**config.mk**
```make
export PLATFORM = sky130hd
export DESIGN_NAME = pattern_101_detector
export DESIGN_NICKNAME = d
export VERILOG_FILES = /design/src/rtl/pattern_101_detector.sv
export SDC_FILE = /design/constraint.sdc
export NUM_CORES = 1
export LEC_CHECK = 0
export CAP_MARGIN = 10
export CORE_AREA = 2 2 39 41
export CTS_CLUSTER_SIZE = 20
export DETAILED_ROUTE_END_ITERATION = 10
export DIE_AREA = 0 0 41 43
export PLACE_DENSITY = 0.75
export SLEW_MARGIN = 20
export SYNTH_ARGS = -nofsm -noshare
export SYNTH_HDL_FRONTEND = slang
export SYNTH_SLANG_ARGS = --single-unit
```
**constraint.sdc**
```tcl
create_clock -name clk -period 3.7 [get_ports clk]
set_clock_uncertainty 0.2 [all_clocks]
set_input_delay 0.74 -clock clk [delete_from_list [all_inputs] [get_ports clk]]
set_output_delay 0.74 -clock clk [all_outputs]
set_load 0.005 [all_outputs]
```
**src/rtl/pattern_101_detector.sv**
```systemverilog
// Serial pattern detector: shifts in one bit per clock and raises a registered
// one-cycle flag each time the last PATTERN_W bits equal PATTERN, with a saturating match count.
module pattern_101_detector #(
    parameter int                   PATTERN_W = 3,
    parameter logic [PATTERN_W-1:0] PATTERN   = 3'b101,
    parameter bit                   OVERLAP   = 1'b1,
    parameter int                   CNT_W     = 8
) (
    input  logic             clk,
    input  logic             rst,
    input  logic             val_i,
    output logic             val_o,
    output logic [CNT_W-1:0] match_cnt_o
);

    localparam int FILL_W = $clog2(PATTERN_W + 1);
    localparam logic [FILL_W-1:0] FILL_FULL = FILL_W'(PATTERN_W);

    logic [PATTERN_W-1:0] hist, hist_n;
    logic [FILL_W-1:0]    fill, fill_n;
    logic                 hit;

    // fill guards against the reset zeros in hist ever forming part of a match
    always_comb begin
        hist_n = {hist[PATTERN_W-2:0], val_i};
        fill_n = (fill == FILL_FULL) ? fill : fill + FILL_W'(1);
        hit    = (fill_n == FILL_FULL) && (hist_n == PATTERN);
    end

    always_ff @(posedge clk) begin
        if (rst) begin
            hist        <= '0;
            fill        <= '0;
            val_o       <= 1'b0;
            match_cnt_o <= '0;
        end else begin
            val_o <= hit;
            if (hit && !OVERLAP) begin
                fill <= '0;
                hist <= '0;
            end else begin
                fill <= fill_n;
                hist <= hist_n;
            end
            if (hit && (match_cnt_o != {CNT_W{1'b1}}))
                match_cnt_o <= match_cnt_o + CNT_W'(1);
        end
    end

endmodule

```
-- After elaboration in Yosys (flattened, before gate mapping)
Cells that the tools add are included.
- register bits: 13
- word-level logic and storage cells: 13
- add/subtract/negate cells: 2
- equality and inequality tests: 4
- multiplexer cells: 1
- reductions and logical operators: 2
- operator list (cell ; number):
    $add A8 B1 Y8 const B ; 1
    $ne A8 B8 Y1 const B ; 1
    $eq A2 B2 Y1 const B ; 2
    $eq A3 B3 Y1 const B ; 1
    $add A2 B1 Y2 const B ; 1
    $logic_and A1 B1 Y1 ; 2
    $mux W2 ; 1

-- Longest topological paths before layout
- word-level depth: 5
- gate-level depth with buffers: 4

-- Worst setup path after synthesis
OpenSTA, ideal clock, no wires.
- kind: in2reg
- start: input port val_i
- end: register match_cnt_o[4]
- setup time: 123 ps
- data arrival time: 1487 ps
- required time: 3377 ps
- path slack: 1890 ps
- cell stages on the path: 3
- buffers on the path: 0
- cell sequence: nand4b_4 > a2111oi_4 > mux2_1
- word-level cells in the longest chain between the ends: 3
- RTL lines (element ; line ; text):
    start: declaration ; 11 ; input logic val_i,
    $eq A3 B3 Y1 ; 27 ; hit = (fill_n == FILL_FULL) && (hist_n == PATTERN);
    $logic_and A1 B1 Y1 ; 27 ;
    $logic_and A1 B1 Y1 ; 45 ; if (hit && (match_cnt_o != {CNT_W{1'b1}}))
    end signal: assignment ; 46 ; match_cnt_o <= match_cnt_o + CNT_W'(1);
    end: declaration ; 13 ; output logic [CNT_W-1:0] match_cnt_o
Every way passes these cells.
A chain may end at the register's enable or synchronous reset.

-- Worst setup path after layout
- start: register match_cnt_o[3]
- end: output port match_cnt_o[3]
No word-level cell between the ends.

==> summary.md <==
| Metric | Value |
|---|---|
| Type of the most critical hold path | register to register |
| Power Internal | 190 uW |
| Top cells by count, synth | dfxtp_1, nor2_1, a21oi_1 |
| Clock buffer depth | 2 |
| Post-CTS setup buffers | 0 |
| DR pass1 iterations | 4 |
| RSZ-0062 raised after global routing | false |
| Clock latency at the later pin of the worst-skew pair | 0.29 ns |
| Leak pwr | 0.000273 uW |
| Most common cell in the netlist | dfxtp_1 |
| Cell variety after synth | 24 |
| CTS root buffer | clkbuf_4 |
| FF-to-FF Start | match_cnt_o[1]$_SDFFE_PP0P_ |
| Synth Register Bits | 13 |
| HPWL after DPL | 772 um |
| Gr ovfl total | 0 |
| Final setup fails | 0 |
| Overall routed net length | 1120 um |
| Rows | 14 |
| Synth async-reset ratio | 0% |
| Top_reg_cell synth | dfxtp_1 |
| Design Area, Final | 751 um^2 |
| FMAX | 452 MHz |
| Avg Inst Size Synth | 9.97 um^2 |
| Seq pwr share | 59.0% |
| CTS Buf Count | 3 |
| CP required | 2.76 ns |
| Initial Utilization | 43.2% |
| CTS resizes | 0 |
| Final ANT Viol Nets | 0 |
| Worst path cell trace | clkdlybuf4s50_1 |
| Combinational Power Share | 4.3% |
| Ranking of synthesized cells by area | dfxtp_1, a2111oi_4, nor2_1, a21oi_1, nor2b_1 |
| Hold_sp | fill[0]$_SDFF_PP0_ |
| Cell family with the largest share of critical-path delay | buffers and inverters |
| Crit start category | register |
| Period utilisation layout | 59.8% |
| Minimum clock period after layout | 2.21 ns |
| PD cells | 329 nW/um^2 |
| Final hold vios | 0 |
| Layout cells sized above 1 | 10.8% |
| Max cap viols | 0 |
| Drt wl/cell | 12.5 um |
| Post-synth top area share | 43.5% |
| Max incr delay on CP | 0.55 ns |
| Die area | 1760 um^2 |
| CP max stage cell | clkdlybuf4s50_1 |
| Sw power | 56.8 uW |
| CP endpoint kind | primary output |
| Residual DRC count | 0 |
| H-tree levels | 1 |
| Seq/Total Area, Yosys | 43.5% |
| Status | completed |
| IO Pins | 12 |
| FF-to-FF setup slack | 1.90 ns |
| Cell count after synthesis | 60 |
| Die height | 43 um |
| Fin nets | 79 |
| Worst-path clk slew | 0.08 ns |
| DR vias/cell | 5.42 |
| Min-Delay Path Depth | 1 |
| Post-Syn Area | 598 um^2 |
| Clock Sinks | 13 |
| Clock power frac | 36.7% |
| Critical path class | register to primary output |
| Syn-to-layout area delta | 25.5% |
| First-pass GRT wire length | 1770 um |
| Slew @ Worst Pin | 0.560 ns |
| # hold bufs at CTS | 0 |
| # diodes | 0 |
| Area post-placement | 724 um^2 |
| Peak supply drop | 0.180 mV |
| Max FO, Critical Path | 6 |
| Number of synthesized flops with an enable pin | 0 |
| Synth warnings | 0 |
| R2R cell count | 4 |
| TritonCTS clock tree | yes |
| Net Sw Frac | 23.0% |
| WP buf/inv | 1 |
| Post-synth top area cell | dfxtp_1 |
| Largest net degree at the start of global routing | 18 |
| IO buf count | 11 |
| Vias in the first global route | 407 |
| All-Layer GR Usage | 15.7% |
| Vias | 488 |
| CP arrival | 1.27 ns |
| Post-synth net total | 64 |
| Slew headroom | 62.5% |
| Reg-to-Reg End | match_cnt_o[4]$_SDFFE_PP0P_ |
| First DRT Iteration DRCs | 14 |
| Core Util, Final | 54.2% |
| Gpl congestion | 0.700 |
| Initial antenna violation count | 0 |
| Die X | 41 um |
| Max-slew violations | 0 |
| Hold Path Sink | fill[0]$_SDFF_PP0_ |
| Setup_tns | 0 ns |
| Core area | 1380 um^2 |
## stage by stage
stage                     setup WS [ns]  std cells  hold slack (ns)  power, uW
after floorplan                    1.89         60            0.208        154
after global placement             1.27         86            0.217        159
after detailed placement           1.26         86            0.238        160
after CTS                          1.48         90            0.249        248
after global routing               1.41         90            0.281        257
final                              1.49         90            0.244        247
## cell usage in the layout (no fill, tap or decap)
master	netlist	final
nor2b_1	4	4
nor2_1	7	7
and3_1	3	3
ha_1	1	1
clkbuf_4	0	3
a311oi_1	2	2
a2111oi_0	1	1
and4b_1	1	1
a211oi_1	2	2
a21oi_1	5	5
nand2_1	1	1
a31oi_1	1	1
or3_1	1	1
clkbuf_1	1	1
clkdlybuf4s50_1	0	11
mux2i_1	1	1
a2111oi_4	1	1
and4_4	1	1
mux2_1	1	1
inv_1	3	3
nand2b_1	3	3
nand3_1	2	2
nor4_1	2	2
mux2_2	2	2
nand4b_4	1	1
dfxtp_1	13	13
## area by class of cell
type / instances / area, um^2
clock buffer: 4 / 26.3
fill: 127 / 633
inverter: 3 / 11.3
multi-input combinational: 43 / 323
sequential: 13 / 260
tap: 16 / 20.0
timing repair buffer: 11 / 110
## worst reg2reg max path: stages (launching register included)
cell and delay (ns):
dfxtp_1 0.41, ha_1 0.24, nand2_1 0.15, a2111oi_4 0.36
mux2_1 0.34
## metal layers
| metal | track usage (%) | vias up | wire [um] |
|---|---|---|---|
| met4 | 14.0 | 0 | 46 |
| met2 | 19.1 | 12 | 496 |
| met3 | 3.14 | 5 | 41 |
| met1 | 22.1 | 220 | 538 |
| met5 | 0 | - | 0 |
| li1 | - | 251 | - |
## power by group through the flow
stage	clock, uW	combinational, uW	sequential [uW]
2_1_floorplan	0	5.98	148
3_3_place_gp	0	10.3	149
3_5_place_dp	0	10.7	149
4_1_cts	91.8	10.7	146
5_1_grt	98.8	12.3	146
6_report	90.7	10.6	146
## logic make-up after synthesis
kind of cell,count (synthesis),synth area share [%]
adders and majority gates,1,2.09
buffers and inverters,4,2.51
muxes,4,7.32
DFF,13,43.5
and+or+nand+nor,26,27.8
AOI/OAI and AO/OA,12,16.7
## worst max path at each step
stage / to / startpoint / slack (ns) / depth (start not counted)
global route: match_cnt_o[7] / match_cnt_o[7]$_SDFFE_PP0P_ / 1.41 / 1
finish: match_cnt_o[3] / match_cnt_o[3]$_SDFFE_PP0P_ / 1.49 / 1
detailed placement: match_cnt_o[0]$_SDFFE_PP0P_ / val_i / 1.26 / 4
floorplan: match_cnt_o[4]$_SDFFE_PP0P_ / val_i / 1.89 / 3
CTS: match_cnt_o[7] / match_cnt_o[7]$_SDFFE_PP0P_ / 1.48 / 1
global placement: match_cnt_o[0]$_SDFFE_PP0P_ / val_i / 1.27 / 4
## sequential cells by signal (all words and copies together), names as in the netlist
signal,count
fill,2
hist,2
match_cnt_o,8
val_o,1
Note: power is estimated with default switching activity, not from simulation.
